`config.mk`:
```
export PLATFORM = sky130hd
export DESIGN_NAME = io_port_responder
export DESIGN_NICKNAME = d
export VERILOG_FILES = /design/src/rtl/io_port_responder.sv
export SDC_FILE = /design/constraint.sdc
export NUM_CORES = 1
export LEC_CHECK = 0
export ABC_AREA = 1
export BUFFER_PORTS_ARGS = -buffer_cell sky130_fd_sc_hd__buf_4
export CELL_PAD_IN_SITES_DETAIL_PLACEMENT = 2
export CELL_PAD_IN_SITES_GLOBAL_PLACEMENT = 2
export CORE_UTILIZATION = 37
export DETAILED_ROUTE_END_ITERATION = 10
export GPL_ROUTABILITY_DRIVEN = 0
export PLACE_DENSITY = 0.91
export SETUP_SLACK_MARGIN = 0.5
export SLEW_MARGIN = 5
export SYNTH_ARGS = -nofsm -noshare
export SYNTH_HDL_FRONTEND = slang
export SYNTH_SLANG_ARGS = --single-unit
```
`constraint.sdc`:
```
create_clock -name clk -period 2.3 [get_ports clk]
set_input_delay 0.115 -clock clk [delete_from_list [all_inputs] [get_ports clk]]
set_output_delay 0.115 -clock clk [all_outputs]
set_load 0.005 [all_outputs]
```
`src/rtl/io_port_responder.sv`:
```
// -----------------------------------------------------------------------------
// io_port_responder
//
// CPU-side I/O-space responder for the IOR/IOW path. Decodes a four-port
// block at IO_BASE and buffers device traffic in two small FIFOs:
//   RX FIFO : device -> CPU (read through RXDATA)
//   TX FIFO : CPU -> device (written through TXDATA)
// Every access completes in the single cycle in which iom_in is high.
//
// Port map (offset = addr_in[1:0]):
//   0 RXDATA  read pops RX head; read on empty returns 0, sets rx_underflow
//   1 STATUS  read-only; reading clears the sticky bits
//   2 TXDATA  write pushes TX; write on full drops data, sets tx_overflow
//   3 CTRL    write-only; data_in[0] flushes RX, data_in[1] flushes TX
//
// Ports:
//   clk, rst_n              clock, asynchronous active-low reset
//   iom_in, wen_in          I/O strobe, write enable (0 = write, 1 = read)
//   addr_in, data_in        CPU address and write data
//   data_out                CPU read data (combinational, 0 when not reading)
//   rx_data_in/valid/ready  device -> RX FIFO handshake
//   tx_data_out/valid/ready TX FIFO -> device handshake
// -----------------------------------------------------------------------------
module io_port_responder #(
    parameter int          DATA_W   = 16,
    parameter int          RX_DEPTH = 4,
    parameter int          TX_DEPTH = 4,
    parameter logic [15:0] IO_BASE  = 16'h00F0
) (
    input  logic              clk,
    input  logic              rst_n,
    input  logic              iom_in,
    input  logic              wen_in,
    input  logic [15:0]       addr_in,
    input  logic [DATA_W-1:0] data_in,
    output logic [DATA_W-1:0] data_out,
    input  logic [DATA_W-1:0] rx_data_in,
    input  logic              rx_valid_in,
    output logic              rx_ready_out,
    output logic [DATA_W-1:0] tx_data_out,
    output logic              tx_valid_out,
    input  logic              tx_ready_in
);

    localparam int RX_AW = $clog2(RX_DEPTH);
    localparam int TX_AW = $clog2(TX_DEPTH);

    localparam logic [RX_AW:0] RX_FULL_CNT = (RX_AW+1)'(RX_DEPTH);
    localparam logic [TX_AW:0] TX_FULL_CNT = (TX_AW+1)'(TX_DEPTH);

    localparam logic [1:0] OFF_RXDATA = 2'd0;
    localparam logic [1:0] OFF_STATUS = 2'd1;
    localparam logic [1:0] OFF_TXDATA = 2'd2;
    localparam logic [1:0] OFF_CTRL   = 2'd3;

    // FIFO storage (not reset; contents are don't-care while empty)
    logic [DATA_W-1:0] r_rx_mem [RX_DEPTH];
    logic [DATA_W-1:0] r_tx_mem [TX_DEPTH];

    // FIFO occupancy state
    logic [RX_AW-1:0] r_rx_wp;
    logic [RX_AW-1:0] r_rx_rp;
    logic [RX_AW:0]   r_rx_cnt;
    logic [TX_AW-1:0] r_tx_wp;
    logic [TX_AW-1:0] r_tx_rp;
    logic [TX_AW:0]   r_tx_cnt;

    // Sticky error flags
    logic r_rx_uflow;
    logic r_tx_oflow;

    // Decode
    logic       w_sel;
    logic       w_rd;
    logic       w_wr;
    logic [1:0] w_off;

    // FIFO flags and transfer strobes
    logic w_rx_full;
    logic w_rx_empty;
    logic w_tx_full;
    logic w_tx_empty;
    logic w_rx_push;
    logic w_rx_pop;
    logic w_rx_uf_set;
    logic w_rx_flush;
    logic w_tx_push;
    logic w_tx_pop;
    logic w_tx_of_set;
    logic w_tx_flush;
    logic w_stat_rd;

    logic [2:0]  w_rx_cnt3;
    logic [2:0]  w_tx_cnt3;
    logic [15:0] w_status;

    assign w_sel = iom_in & (addr_in[15:2] == IO_BASE[15:2]);
    assign w_rd  = w_sel & wen_in;
    assign w_wr  = w_sel & ~wen_in;
    assign w_off = addr_in[1:0];

    assign w_rx_full  = (r_rx_cnt == RX_FULL_CNT);
    assign w_rx_empty = (r_rx_cnt == '0);
    assign w_tx_full  = (r_tx_cnt == TX_FULL_CNT);
    assign w_tx_empty = (r_tx_cnt == '0);

    assign rx_ready_out = ~w_rx_full;
    assign tx_valid_out = ~w_tx_empty;
    // Gate with empty so the stale (unreset) storage never leaks out
    assign tx_data_out  = w_tx_empty ? '0 : r_tx_mem[r_tx_rp];

    // An RXDATA read on an empty FIFO is not a pop; it only flags underflow,
    // even if the device pushes in the same cycle.
    assign w_rx_push   = rx_valid_in & rx_ready_out;
    assign w_rx_pop    = w_rd & (w_off == OFF_RXDATA) & ~w_rx_empty;
    assign w_rx_uf_set = w_rd & (w_off == OFF_RXDATA) & w_rx_empty;
    assign w_rx_flush  = w_wr & (w_off == OFF_CTRL) & data_in[0];

    // Full is judged on registered state: a same-cycle device pop does not
    // make room for the CPU write.
    assign w_tx_push   = w_wr & (w_off == OFF_TXDATA) & ~w_tx_full;
    assign w_tx_of_set = w_wr & (w_off == OFF_TXDATA) & w_tx_full;
    assign w_tx_pop    = tx_valid_out & tx_ready_in;
    assign w_tx_flush  = w_wr & (w_off == OFF_CTRL) & data_in[1];

    assign w_stat_rd = w_rd & (w_off == OFF_STATUS);

    assign w_rx_cnt3 = 3'(r_rx_cnt);
    assign w_tx_cnt3 = 3'(r_tx_cnt);

    assign w_status = {1'b0, w_tx_cnt3, 1'b0, w_rx_cnt3, 2'b00,
                       r_tx_oflow, r_rx_uflow,
                       w_tx_full, w_tx_empty, w_rx_full, ~w_rx_empty};

    always_comb begin
        data_out = '0;
        if (w_rd) begin
            case (w_off)
                OFF_RXDATA: if (!w_rx_empty) data_out = r_rx_mem[r_rx_rp];
                OFF_STATUS: data_out = DATA_W'(w_status);
                default:    data_out = '0;
            endcase
        end
    end

    always_ff @(posedge clk) begin
        if (w_rx_push) r_rx_mem[r_rx_wp] <= rx_data_in;
        if (w_tx_push) r_tx_mem[r_tx_wp] <= data_in;
    end

    // Flush has priority over any push/pop on the same FIFO.
    always_ff @(posedge clk or negedge rst_n) begin
        if (!rst_n) begin
            r_rx_wp  <= '0;
            r_rx_rp  <= '0;
            r_rx_cnt <= '0;
        end else if (w_rx_flush) begin
            r_rx_wp  <= '0;
            r_rx_rp  <= '0;
            r_rx_cnt <= '0;
        end else begin
            if (w_rx_push) r_rx_wp <= r_rx_wp + 1'b1;
            if (w_rx_pop)  r_rx_rp <= r_rx_rp + 1'b1;
            case ({w_rx_push, w_rx_pop})
                2'b10:   r_rx_cnt <= r_rx_cnt + 1'b1;
                2'b01:   r_rx_cnt <= r_rx_cnt - 1'b1;
                default: r_rx_cnt <= r_rx_cnt;
            endcase
        end
    end

    always_ff @(posedge clk or negedge rst_n) begin
        if (!rst_n) begin
            r_tx_wp  <= '0;
            r_tx_rp  <= '0;
            r_tx_cnt <= '0;
        end else if (w_tx_flush) begin
            r_tx_wp  <= '0;
            r_tx_rp  <= '0;
            r_tx_cnt <= '0;
        end else begin
            if (w_tx_push) r_tx_wp <= r_tx_wp + 1'b1;
            if (w_tx_pop)  r_tx_rp <= r_tx_rp + 1'b1;
            case ({w_tx_push, w_tx_pop})
                2'b10:   r_tx_cnt <= r_tx_cnt + 1'b1;
                2'b01:   r_tx_cnt <= r_tx_cnt - 1'b1;
                default: r_tx_cnt <= r_tx_cnt;
            endcase
        end
    end

    // A set in the same cycle as a clearing STATUS read wins.
    always_ff @(posedge clk or negedge rst_n) begin
        if (!rst_n) begin
            r_rx_uflow <= 1'b0;
            r_tx_oflow <= 1'b0;
        end else begin
            r_rx_uflow <= w_rx_uf_set | (r_rx_uflow & ~w_stat_rd);
            r_tx_oflow <= w_tx_of_set | (r_tx_oflow & ~w_stat_rd);
        end
    end

endmodule

```
Yosys cells after proc, flatten, opt, wreduce, memory -nomap -nowiden
Memories as Yosys holds them, arrays and structs flattened.
Cells that the tools add are included.
{"block": "totals", "elab_cells": 82, "output_inout_bits": 34, "regBits": 16, "input_bits": 54, "ram_bits": 128, "memories": 2}
{"block": "op_classes", "n_addsub": 8, "n_eq_ne": 10, "muxes": 20, "n_bitwise": 25, "n_reduce_logical": 9}
{"name": "r_rx_mem", "depth": 4, "width": 16, "rd": 1, "rd_clocked_by_memory_dff": 0, "wr": 1, "line": "57", "rtl": "logic [DATA_W-1:0] r_rx_mem [RX_DEPTH];"}
{"name": "r_tx_mem", "depth": 4, "width": 16, "rd": 1, "rd_clocked_by_memory_dff": 0, "wr": 1, "line": "58", "rtl": "logic [DATA_W-1:0] r_tx_mem [TX_DEPTH];"}
{"operator": "two-way mux 16 bit", "count": 3}
{"operator": "one-hot mux 16 bit (2 select lines)", "count": 1}
{"operator": "AND 1 bit", "count": 17}
{"operator": "two-way mux 2 bit", "count": 8}
{"operator": "== test 14 x 6 -> 1 bit (second input constant)", "count": 1}
{"operator": "one-hot mux 3 bit (2 select lines)", "count": 2}
{"operator": "adder 2 x 1 -> 2 bit (second input constant)", "count": 4}
{"operator": "== test 2 bit (second input constant)", "count": 4}
{"operator": "nonzero test 2 bit", "count": 4}
{"operator": "adder 3 x 1 -> 3 bit (second input constant)", "count": 2}
{"operator": "== test 2 x 1 -> 1 bit (second input constant)", "count": 3}
{"operator": "== test 3 bit (second input constant)", "count": 2}
{"operator": "zero test 3 bit", "count": 2}
{"operator": "two-way mux 3 bit", "count": 2}
{"operator": "inverter 1 bit", "count": 6}
{"operator": "nonzero test 3 bit", "count": 2}
{"operator": "subtractor 3 x 1 -> 3 bit (second input constant)", "count": 2}
{"operator": "two-way mux 1 bit", "count": 4}
{"operator": "zero test 2 bit", "count": 1}
{"operator": "OR 1 bit", "count": 2}

Longest topological paths before layout
Gate-level depths: netlist of run 1.
{"block": "logic_depth", "depth_word": 8, "mapped_depth": 15, "depth_no_buf": 15}

Least setup slack after synthesis of run 1
Ideal clock, no wire load.
{"block": "synth_timing", "path_type": "reg2reg", "startpoint": "reg r_tx_cnt[2]", "endpoint": "reg r_tx_cnt[2]", "slack_ns": 0.327, "path_buffers": 0, "period_less_slack_ns": 1.973, "required_time_ns": 2.184, "setup_time_ns": 0.116, "stages_incl_launch_ff": 14, "arrival_time_ns": 1.857, "cell_sequence": "dfrtp_1 > nor3_4 > inv_2 > nand2_2 > inv_2 > nand2_4 > inv_1 > fa_1 > xnor2_1 > inv_1 > nand2_1 > nand2_1 > nand2_1 > nand2_1"}
{"block": "synth_via", "elab_chain_len": 6, "elab_cells_between_ends": 13, "cone_classes": "2 x add/sub; 3 x eq/ne; 2 x mux; 4 x bitwise; 2 x reduce/logical"}
{"item": "start: declaration", "line": "66", "rtl": "logic [TX_AW:0] r_tx_cnt;"}
{"item": "start signal: assignment", "line": "185", "rtl": "2'b10: r_tx_cnt <= r_tx_cnt + 1'b1;"}
{"item": "start signal: assignment", "line": "186", "rtl": "2'b01: r_tx_cnt <= r_tx_cnt - 1'b1;"}
{"item": "start signal: assignment", "line": "187", "rtl": "default: r_tx_cnt <= r_tx_cnt;"}
{"item": "zero test 3 bit (*)", "line": "105", "rtl": "assign w_tx_empty = (r_tx_cnt == '0);"}
{"item": "inverter 1 bit (*)", "line": "108", "rtl": "assign tx_valid_out = ~w_tx_empty;"}
{"item": "net tx_valid_out", "line": "41", "rtl": "output logic tx_valid_out,"}
{"item": "AND 1 bit (*)", "line": "123", "rtl": "assign w_tx_pop = tx_valid_out & tx_ready_in;"}
{"item": "== test 2 x 1 -> 1 bit / == test 2 bit (equally long branches)", "line": "184", "rtl": "case ({w_tx_push, w_tx_pop})"}
{"item": "one-hot mux 3 bit (2 select lines)", "line": "184"}
{"item": "two-way mux 3 bit", "line": "177", "rtl": "end else if (w_tx_flush) begin"}
Mark *: on every way through the listed nets, which the timed path passes. The rest lies on a longest branch.
A chain may end at the register's enable or synchronous reset.

Worst setup path after layout of run 1
{"block": "layout_timing", "startpoint": "reg r_rx_rp[0]", "endpoint": "out data_out[10]"}
{"block": "layout_via", "elab_chain_len": 4}
{"item": "start: declaration", "line": "62", "rtl": "logic [RX_AW-1:0] r_rx_rp;"}
{"item": "start signal: assignment", "line": "163", "rtl": "if (w_rx_pop) r_rx_rp <= r_rx_rp + 1'b1;"}
{"item": "memory (4 x 16 bit)"}
{"item": "two-way mux 16 bit", "line": "139", "rtl": "OFF_RXDATA: if (!w_rx_empty) data_out = r_rx_mem[r_rx_rp];"}
{"item": "one-hot mux 16 bit (2 select lines)", "line": "138", "rtl": "case (w_off)"}
{"item": "two-way mux 16 bit", "line": "137", "rtl": "if (w_rd) begin"}
{"item": "end: declaration", "line": "36", "rtl": "output logic [DATA_W-1:0] data_out,"}
Every way passes these cells.

==> results of run 1 <==
==> cell type report <==
class / count / area, µm² / share of cell area (%)
clock inverter: 14 / 187.7 / 1.968
inverter: 41 / 188.9 / 1.981
timing repair buffer: 179 / 1649 / 17.29
multi-input combinational: 360 / 2451 / 25.70
tap: 220 / 275.3 / 2.886
sequential: 144 / 4257 / 44.63
clock buffer: 18 / 429.2 / 4.500
timing repair inverter: 5 / 98.84 / 1.036
==> worst register-to-register path, cell delays in order, from the launching register on <==
cell     delay [ns]
dfrtp_2        0.48
nor3_4         0.24
inv_2          0.10
nand2_4        0.09
inv_4          0.05
nand2_4        0.07
inv_2          0.04
fa_2           0.36
xnor2_2        0.16
nand3_1        0.14
nand2_1        0.09
nand2_1        0.06
nand2_1        0.10
==> per-stage QoR <==
stage          cell area (µm²)  total power, µW  worst slack, ns
2_1_floorplan             6269             4619           0.3413
3_3_place_gp              7242             5479           0.2788
3_5_place_dp              7242             5741          0.08330
4_1_cts                   8848             9752           0.2410
5_1_grt                   9537            11570           0.1601
6_report                  9537            11270           0.1733
==> timing repair <==
action	in CTS	in global routing
gates cloned	7	3
endpoints found under the setup margin	101	101
setup buffers	26	10
hold buffers	33	0
pin swaps	37	61
hold endpoints to repair	144	0
gates resized for setup	123	155
==> registers in the layout, summed over array words and instances, names as in the netlist <==
register / cells
r_rx_rp: 2
r_tx_cnt: 3
r_tx_oflow: 1
r_rx_wp: 2
r_rx_cnt: 3
r_tx_rp: 2
r_rx_uflow: 1
r_tx_mem: 64
r_rx_mem: 64
r_tx_wp: 2
==> worst min path at each step <==
stage                      startpoint     endpoint  slack, ns  cells past startpoint
after detailed placement        rst_n   r_tx_oflow      0.006                      1
final                     rx_valid_in   r_rx_wp[1]       0.09                      4
after CTS                       rst_n   r_tx_wp[0]       0.10                      2
after global routing      rx_valid_in   r_rx_wp[1]       0.11                      4
after global placement          rst_n   r_tx_oflow      0.004                      1
after floorplan                 rst_n  r_rx_cnt[0]      -0.18                      0
==> where the power goes <==
part | internal, µW | switching, µW | leakage [µW]
combinational | 1940 | 2760 | 0.00195
clock | 1810 | 1310 | 0.000286
sequential | 3200 | 258 | 0.00134
==> cells by family after synthesis <==
group	share of synthesized area (%)
xor gates and xnor gates	0.5603
DFF	67.87
muxes	0.1601
adders and majority gates	2.241
buffers and inverters	3.901
and+or+nand+nor	15.81
AOI/OAI and AO/OA	9.464
==> placed cells by master (no fill, tap or decap), types with 5 or more instances in the layout <==
cell type / synthesis / layout
nand3_1: 20 / 15
nand2_2: 5 / 5
nor2_4: 3 / 33
o21ai_4: 0 / 16
dfrtp_2: 0 / 10
dlygate4sd3_1: 0 / 33
o21ai_2: 1 / 12
o21ai_1: 4 / 22
a21oi_2: 0 / 13
inv_1: 36 / 31
nand2_1: 52 / 50
buf_12: 0 / 7
ha_1: 8 / 8
o22ai_1: 11 / 7
dfrtp_1: 16 / 6
inv_4: 0 / 5
buf_4: 1 / 124
o21ai_0: 68 / 23
nor2_2: 4 / 30
clkbuf_16: 0 / 18
nor2_1: 138 / 82
clkinvlp_4: 0 / 5
a21oi_1: 26 / 13
edfxtp_1: 128 / 128
buf_6: 0 / 10
==> routing by layer <==
layer  up-vias  routed length, µm  track usage [%]
met3        93               1260            5.921
met4         0               1611            14.28
li1       2323                  -                -
met2       239              16420            58.55
met5         -                  0                0
met1      2912              11120            32.91
==> summary.txt, run 1 <==
Setup path
  – Worst Setup EP: data_out[10]
  – CP Class: reg2out
  – CP required: 2.18 ns
  – Cells along the critical path: buf_4, buf_16, nor2_1, o22ai_1, nand2_1, nand2_1, buf_4
  – Crit. End Element: output port
  – R2R cell count: 12
  – Worst Path Max Fanout: 17
  – Reg-to-reg setup timing slack: 0.26 ns
  – Critical Path Stages: 7
  – Top delay family on crit path: buffers and inverters
  – Critical Path AT: 2.01 ns
  – Startpoint Class: flip-flop
  – Reg-to-reg endpoint: r_tx_cnt[2]
  – Worst reg2reg path startpoint: r_tx_cnt[1]
  – Buf/Inv on CP: 3
  – Worst path slowest cell: dfrtp_2
  – Crit path from: r_rx_rp[0]
  – Slowest stage delay, CP: 0.46 ns

Finish
  – Area delta synth->final: 52.50%
  – Net count, final: 812
  – N_diodes: 0
  – Final Util: 57.71%
  – Share of layout cells above drive strength 1: 43.36%
  – Final-layout fill cell count: 1513
  – Final Non-Filler Cells: 981

Run
  – Max Cap Viol: 0

Timing
  – Fin crit period: 2.127 ns
  – Final Max Slew Viols: 0
  – Clock Skews: 0.01335 ns
  – Final setup viols: 0
  – Setup Total Neg Slack: 0 ns
  – Hold Vio Cnt, Final: 0
  – Fin crit share: 92.47%
  – Worst slew margin: 68.51%
  – WHS: 0.09170 ns
  – RSZ-0062 raised after global routing: yes
  – Achievable clock frequency: 470.2 MHz
  – Worst Tran Pin Value: 0.4706 ns

Die
  – Area of the die: 0.01743 mm²
  – CORE AREA: 0.01652 mm²
  – I/O pins: 88
  – Initial Util: 37.84%
  – Die span in x: 132.0 µm
  – Chip height: 132.0 µm
  – Cell row count: 47

Routing
  – Routed wire length per instance: 31.00 µm
  – Vias post-DR: 5567
  – Vias/cell: 5.675
  – # DRC: 0
  – Pre-antenna DRT Iters: 4
  – Routed wire length: 30410 µm
  – 1st-iter DRT viols: 364
  – Final ANT Viol Nets: 0

Power and ir drop
  – LEAKAGE: 0.003582 µW
  – Cell Pwr Density: 1182 mW/mm²
  – Max IR drop VDD: 0.7059 mV

Clock network
  – Root Driver: clkbuf_16
  – H-tree Lvls: 4
  – CTS tree: built
  – Clock Latency Late Sink: 0.45 ns
  – CTS Buffer Depth: 2
  – Clock Sink Count: 144
  – Clock-pin slew on the worst setup and hold paths: 0.07 ns
  – Cts bufs inserted: 17

Global route
  – Initial antenna violation count: 0
  – First-pass GRT wire length: 38670 µm
  – Largest net degree at the start of global routing: 20
  – Overall Global Routing Usage: 30.92%
  – Grt total ovfl: 0
  – Vias in the first global route: 6076

Synth
  – Post-Syn Nets: 630
  – YS warnings: 0
  – Syn_area_per_cell: 11.05 µm²
  – Post-synth top flop: edfxtp_1
  – #FFs+latches synth: 144
  – Synthesized instance count: 566
  – Seq/Total Area, Yosys: 67.87%
  – Cell area after synthesis: 0.006253 mm²
  – Top-area cell type share of the netlist area: 61.46%
  – Synth async-reset ratio: 11.11%
  – Count leader, synth: nor2_1
  – Synth cell types: 35
  – Synth cell count leaders: nor2_1, edfxtp_1, o21ai_0, nand2_1, inv_1
  – Area contributors post-synth: edfxtp_1, nor2_1, dfrtp_1, o21ai_0, nand2_1
  – Post-synth EDFFs: 128
  – Post-synth top area cell: edfxtp_1

Min path
  – Hold/Removal Path Class: in2reg

Place
  – Buffers on Ports: 87
  – Post-DP HPWL: 13610 µm
  – Post-Place Cells: 870

Status
  – Status: completed
(Power assumes the default switching activity.)
==> inputs of run 2 (changes only) <==
CORE_MARGIN = 4   (was not set)
==> run 2 against run 1 <==
Net effect:
- via count fell by 1.2%
- global-route usage fell by 3.4 points
- total power fell by 7.6%
- worst setup slack got worse by 0.16 ns
- design area rose by 1.4%
- sequential power rose by 1%
- clock-buffer cell count fell by 1
- critical path type unchanged
- critical endpoint is now data_out[14]
- highest routed layer unchanged
==> summary.txt, run 2 (synthesis gave the netlist of run 1 again) <==
Status
  – Status: completed

Die
  – I/O pins: 88
  – Cell row count: 47
  – Initial Util: 37.71%
  – Die span in x: 138.0 µm
  – Chip height: 138.0 µm
  – CORE AREA: 0.01658 mm²
  – Area of the die: 0.01905 mm²

Power and ir drop
  – P_sw: 4005 µW
  – Sw frac: 38.45%
  – Max IR drop VDD: 0.7940 mV
  – Sequential share of power: 33.6%
  – Gate power share: 40.1%
  – Clock power frac: 26.2%
  – Internal cell power: 6411 µW
  – LEAKAGE: 0.003664 µW
  – Final Power: 10420 µW
  – Cell Pwr Density: 1077 mW/mm²

Timing
  – Setup Total Neg Slack: 0 ns
  – Fin crit share: 99.41%
  – Final Max Slew Viols: 0
  – Worst Tran Pin Value: 0.4608 ns
  – RSZ-0062 raised after global routing: yes
  – Final setup viols: 0
  – WHS: 0.1075 ns
  – Setup ws final: 0.01359 ns
  – Worst slew margin: 68.95%
  – Fin crit period: 2.286 ns
  – Clock Skews: 0.009805 ns
  – Hold Vio Cnt, Final: 0
  – Achievable clock frequency: 437.4 MHz

Place
  – Area of placed instances: 0.007242 mm²
  – Buffers on Ports: 87
  – Post-DP HPWL: 13380 µm
  – DP Worst Slack: -0.01093 ns

Setup path
  – CP required: 2.18 ns
  – Startpoint Class: flip-flop
  – CP Class: reg2out
  – Crit. End Element: output port
  – Worst Path Max Fanout: 8
  – Critical Path AT: 2.17 ns

Finish
  – N_diodes: 0
  – Commonest non-fill, non-tap cell in the layout: buf_4
  – Most frequent cells in the layout: buf_4, edfxtp_1, nor2_1
  – Final instance area: 0.009672 mm²
  – Area delta synth->final: 54.66%
  – Share of layout cells above drive strength 1: 48.06%
  – Biggest regs: r_rx_mem: 64 flops, r_tx_mem: 64 flops
  – Net count, final: 825

Routing
  – Vias/cell: 5.531
  – Routed wire length: 29760 µm
  – 1st-iter DRT viols: 365
  – Pre-antenna DRT Iters: 5
  – # DRC: 0
  – Vias post-DR: 5498
  – Routed wire length per instance: 29.94 µm
  – Final ANT Viol Nets: 0

Min path
  – Hold/Removal Path Class: in2async

Global route
  – Initial antenna violation count: 0
  – First-pass GRT wire length: 39500 µm
  – Met2 Use GR: 53.21%
  – Met1 usage: 28.57%
  – Largest net degree at the start of global routing: 18
  – Met3 usage: 5.939%
  – Global routing's busiest layer: met2
  – Overall Global Routing Usage: 27.55%
  – Grt total ovfl: 0
  – Vias in the first global route: 6305

Clock network
  – Clock Sink Count: 144
  – Clock Latency Late Sink: 0.44 ns
  – CTS tree: built
  – Clock-pin slew on the worst setup and hold paths: 0.07 ns
  – Cts bufs inserted: 17
  – Root Driver: clkbuf_16
  – CTS Buffer Depth: 2
  – H-tree Lvls: 4

Run
  – Max Cap Viol: 0
[run 2: cell types whose count changed in the layout (fill, tap and decap cells not counted), moves of 6 or more]
| cell | change |
|---|---|
| buf_4 | +6 |
| nand2_1 | -6 |
| nor2_2 | +6 |
| nor2_1 | -7 |
| o21ai_2 | +14 |
| o21ai_0 | -11 |
| o21ai_4 | -8 |
[run 2: worst max-delay path, cell delays in order, from the launching register on]
cell and delay, ns:
dfrtp_2 0.49, buf_12 0.16, buf_12 0.14, o21ai_0 0.40, o22ai_2 0.18, nand2_1 0.13
nand2_1 0.08, buf_4 0.15
[run 2: worst paths after layout]
path                              from      endpoint  slack, ns  depth (start not counted)
max in group asynchronous        rst_n   r_tx_cnt[1]       1.94                          2
setup / recovery            r_rx_rp[0]  data_out[14]       0.01                          7
min in group clk           rx_valid_in    r_rx_wp[1]       0.14                          5
hold / removal                   rst_n   r_tx_cnt[2]       0.11                          2
setup reg to reg           r_tx_cnt[0]   r_tx_cnt[2]       0.14                         12
hold reg to reg             r_tx_oflow    r_tx_oflow       0.59                          2
[run 2: what timing repair did]
item                                   4_1_cts  5_1_grt
hold buffers                                33        0
pin swaps                                   37       65
gates cloned                                 7        0
buffers inserted                            38       14
resized for setup                          135      169
setup endpoints to repair                  165      101
endpoints found under the hold margin      144        0
[run 2: through the flow]
stage | cells | util, %
floorplan | 566 | -
CTS | 980 | 54.39
global placement | 870 | 43.67
finish | 994 | 58.32
detailed placement | 870 | 43.67
global route | 994 | 58.32
[run 2: metal layers]
| metal | wire length, µm | vias to the layer above |
|---|---|---|
| met3 | 1351 | 82 |
| met1 | 10560 | 2835 |
| met2 | 16400 | 232 |
| met5 | 0 | - |
| met4 | 1456 | 0 |
| li1 | - | 2349 |
[run 2: power groups by stage]
| stage | Clock [µW] | Combinational (µW) | Sequential (µW) |
|---|---|---|---|
| 6_report | 2730 | 4180 | 3500 |
| 5_1_grt | 2880 | 4430 | 3520 |
| 4_1_cts | 2640 | 3140 | 3420 |
| 3_5_place_dp | 0 | 2320 | 3430 |
| 3_3_place_gp | 0 | 2140 | 3390 |
| 2_1_floorplan | 0 | 1260 | 3350 |
[run 2: cell type report]
| class | count | area (µm²) |
|---|---|---|
| inverters | 41 | 185.2 |
| well taps | 220 | 275.3 |
| repair buffers | 195 | 1857 |
| clock inverters | 15 | 123.9 |
| multi-input cells | 360 | 2527 |
| fillers | 1528 | 6912 |
| clock buffers | 17 | 425.4 |
| repair inverters | 2 | 23.77 |
| flip-flops and latches | 144 | 4254 |
==> inputs of run 3 (changes only) <==
CELL_PAD_IN_SITES_DETAIL_PLACEMENT = not set   (was 2)
CELL_PAD_IN_SITES_GLOBAL_PLACEMENT = not set   (was 2)
CORE_ASPECT_RATIO = 1.25   (was not set)
CORE_UTILIZATION = 39   (was 37)
PLACE_DENSITY = 0.7   (was 0.91)
==> run 3 against run 2 <==
Net effect:
- wire length is 43% lower
- clock power down 2%
- via count down 8.9%
- largest power group is now sequential cells
- total power down 13%
- sequential power shrank 1%
- global-route usage down 9.0 points
- utilization shrank 0.23 points
- critical path depth did not move
==> summary.txt, run 3 (synthesis gave the netlist of run 1 again) <==
Setup path
  – Critical Path AT: 1.84 ns
  – Reg-to-reg setup timing slack: 0.35 ns
  – R2R cell count: 11
  – CP Class: reg2out
  – Worst reg2reg path startpoint: r_rx_cnt[0]
  – CP required: 2.18 ns
  – Reg-to-reg endpoint: r_rx_cnt[2]
  – Crit. End Element: output port
  – Cells along the critical path: clkinvlp_4, buf_12, buf_8, o21ai_2, o221ai_2, and3_4, buf_6
  – Worst path slowest cell: dfrtp_2
  – Slowest stage delay, CP: 0.42 ns
  – Startpoint Class: flip-flop
  – Top delay family on crit path: buffers and inverters
  – Buf/Inv on CP: 4
  – Worst Path Max Fanout: 6

Die
  – Die span in x: 121.3 µm
  – Cell row count: 51
  – CORE AREA: 0.01563 mm²
  – Chip height: 149.6 µm
  – I/O pins: 88
  – Initial Util: 40.00%
  – Area of the die: 0.01814 mm²

Timing
  – WHS: 0.08383 ns
  – Setup ws final: 0.3402 ns
  – Worst Tran Pin Value: 0.3477 ns
  – RSZ-0062 raised after global routing: yes
  – Worst slew margin: 76.74%
  – Fin crit share: 85.21%
  – Setup Total Neg Slack: 0 ns
  – Final setup viols: 0
  – Clock Skews: 0.005454 ns
  – Fin crit period: 1.960 ns
  – Achievable clock frequency: 510.3 MHz
  – Final Max Slew Viols: 0
  – Hold Vio Cnt, Final: 0

Routing
  – Vias/cell: 5.186
  – # DRC: 0
  – 1st-iter DRT viols: 366
  – Pre-antenna DRT Iters: 4
  – Final ANT Viol Nets: 0
  – Routed wire length: 16990 µm
  – Routed wire length per instance: 17.59 µm
  – Vias post-DR: 5010

Min path
  – Min-delay src: rx_valid_in
  – WHS Endpoint: r_rx_wp[1]
  – Hold Crit Depth: 4
  – Hold/Removal Path Class: in2reg

Finish
  – Final instance area: 0.009082 mm²
  – N_diodes: 0
  – Most frequent cells in the layout: edfxtp_1, buf_4, nor2_1
  – Biggest regs: r_rx_mem: 64 flops, r_tx_mem: 64 flops
  – Share of layout cells above drive strength 1: 37.27%
  – Final Non-Filler Cells: 966
  – Area delta synth->final: 45.24%
  – Commonest non-fill, non-tap cell in the layout: edfxtp_1
  – Net count, final: 805

Clock network
  – Clock Sink Count: 144
  – Clock Latency Late Sink: 0.41 ns
  – Clock-pin slew on the worst setup and hold paths: 0.06 ns
  – Root Driver: clkbuf_16
  – H-tree Lvls: 4
  – CTS Buffer Depth: 2
  – CTS tree: built
  – Cts bufs inserted: 17

Place
  – Post-DP HPWL: 9820 µm
  – Post-Place Cells: 863
  – Area of placed instances: 0.007239 mm²
  – Buffers on Ports: 87
  – DP Worst Slack: 0.1525 ns

Global route
  – Grt total ovfl: 0
  – Vias in the first global route: 5181
  – Initial antenna violation count: 0
  – Overall Global Routing Usage: 18.52%
  – First-pass GRT wire length: 25830 µm
  – Largest net degree at the start of global routing: 34

Status
  – Status: completed

Power and ir drop
  – Cell Pwr Density: 996.6 mW/mm²
  – LEAKAGE: 0.003498 µW
  – Max IR drop VDD: 0.7555 mV

Run
  – Max Cap Viol: 0
run 3: cell count changes in the layout (fill, tap and decap cells not counted), sizes merged:
cell / change
buf: -20
clkbuf: +4
clkinvlp: -2
bufinv: +2
bufbuf: -1
inv: -2
clkinv: -1
run 3: repair_timing:
item	in CTS	in global routing
pin swaps	24	45
gates resized for setup	88	106
setup endpoints to repair	40	93
hold endpoints to repair	144	0
hold buffers	33	0
setup buffers	25	5
cloned	5	3
run 3: area by class of cell:
type,instances,area [µm²]
fillers,1190,6551
flip-flops and latches,144,4257
multi-input cells,360,2123
repair buffers,177,1675
clock buffers,18,429.2
well taps,212,265.3
inverters,41,177.7
clock inverters,14,155.1
run 3: through the flow:
step                total power [µW]  utilization (%)
floorplan                       4619                -
global placement                5463            46.31
detailed placement              5582            46.31
CTS                             8669            55.65
global route                    9513            58.10
finish                          9052            58.10
run 3: worst max path at each step:
| stage | end | from | cells past startpoint | slack [ns] |
|---|---|---|---|---|
| CTS | data_out[0] | r_rx_rp[0] | 6 | 0.37 |
| global route | data_out[0] | r_rx_rp[0] | 7 | 0.29 |
| floorplan | r_tx_mem[0][0] | r_tx_cnt[0] | 4 | 0.34 |
| finish | data_out[0] | r_rx_rp[0] | 7 | 0.34 |
| detailed placement | r_tx_cnt[2] | addr_in[12] | 14 | 0.15 |
| global placement | r_rx_cnt[2] | r_rx_cnt[0] | 12 | 0.31 |
run 3: worst reg2reg max path, stage by stage (launching register included):
cell and delay [ns]:
dfrtp_2 0.44, nor3_4 0.26, nor2_4 0.09, nand3_4 0.12, nor2_2 0.06, fa_2 0.35, xnor2_2 0.16, inv_1 0.06
nand2_1 0.07, nand2_1 0.06, nand3_1 0.07, nand2_1 0.08
run 3: where the power goes:
part	switching [µW]	total [µW]	internal, µW
sequential	249	3450	3200
combinational	1570	2920	1350
clock	1060	2680	1620
total	2890	9050	6170
run 3: per-layer routing:
layer	up-vias	track usage (%)	part of all wire (%)
met5	-	0	0
li1	2318	-	-
met4	0	7.735	2.0
met2	206	32.74	54
met3	34	4.726	6.5
met1	2452	21.31	38
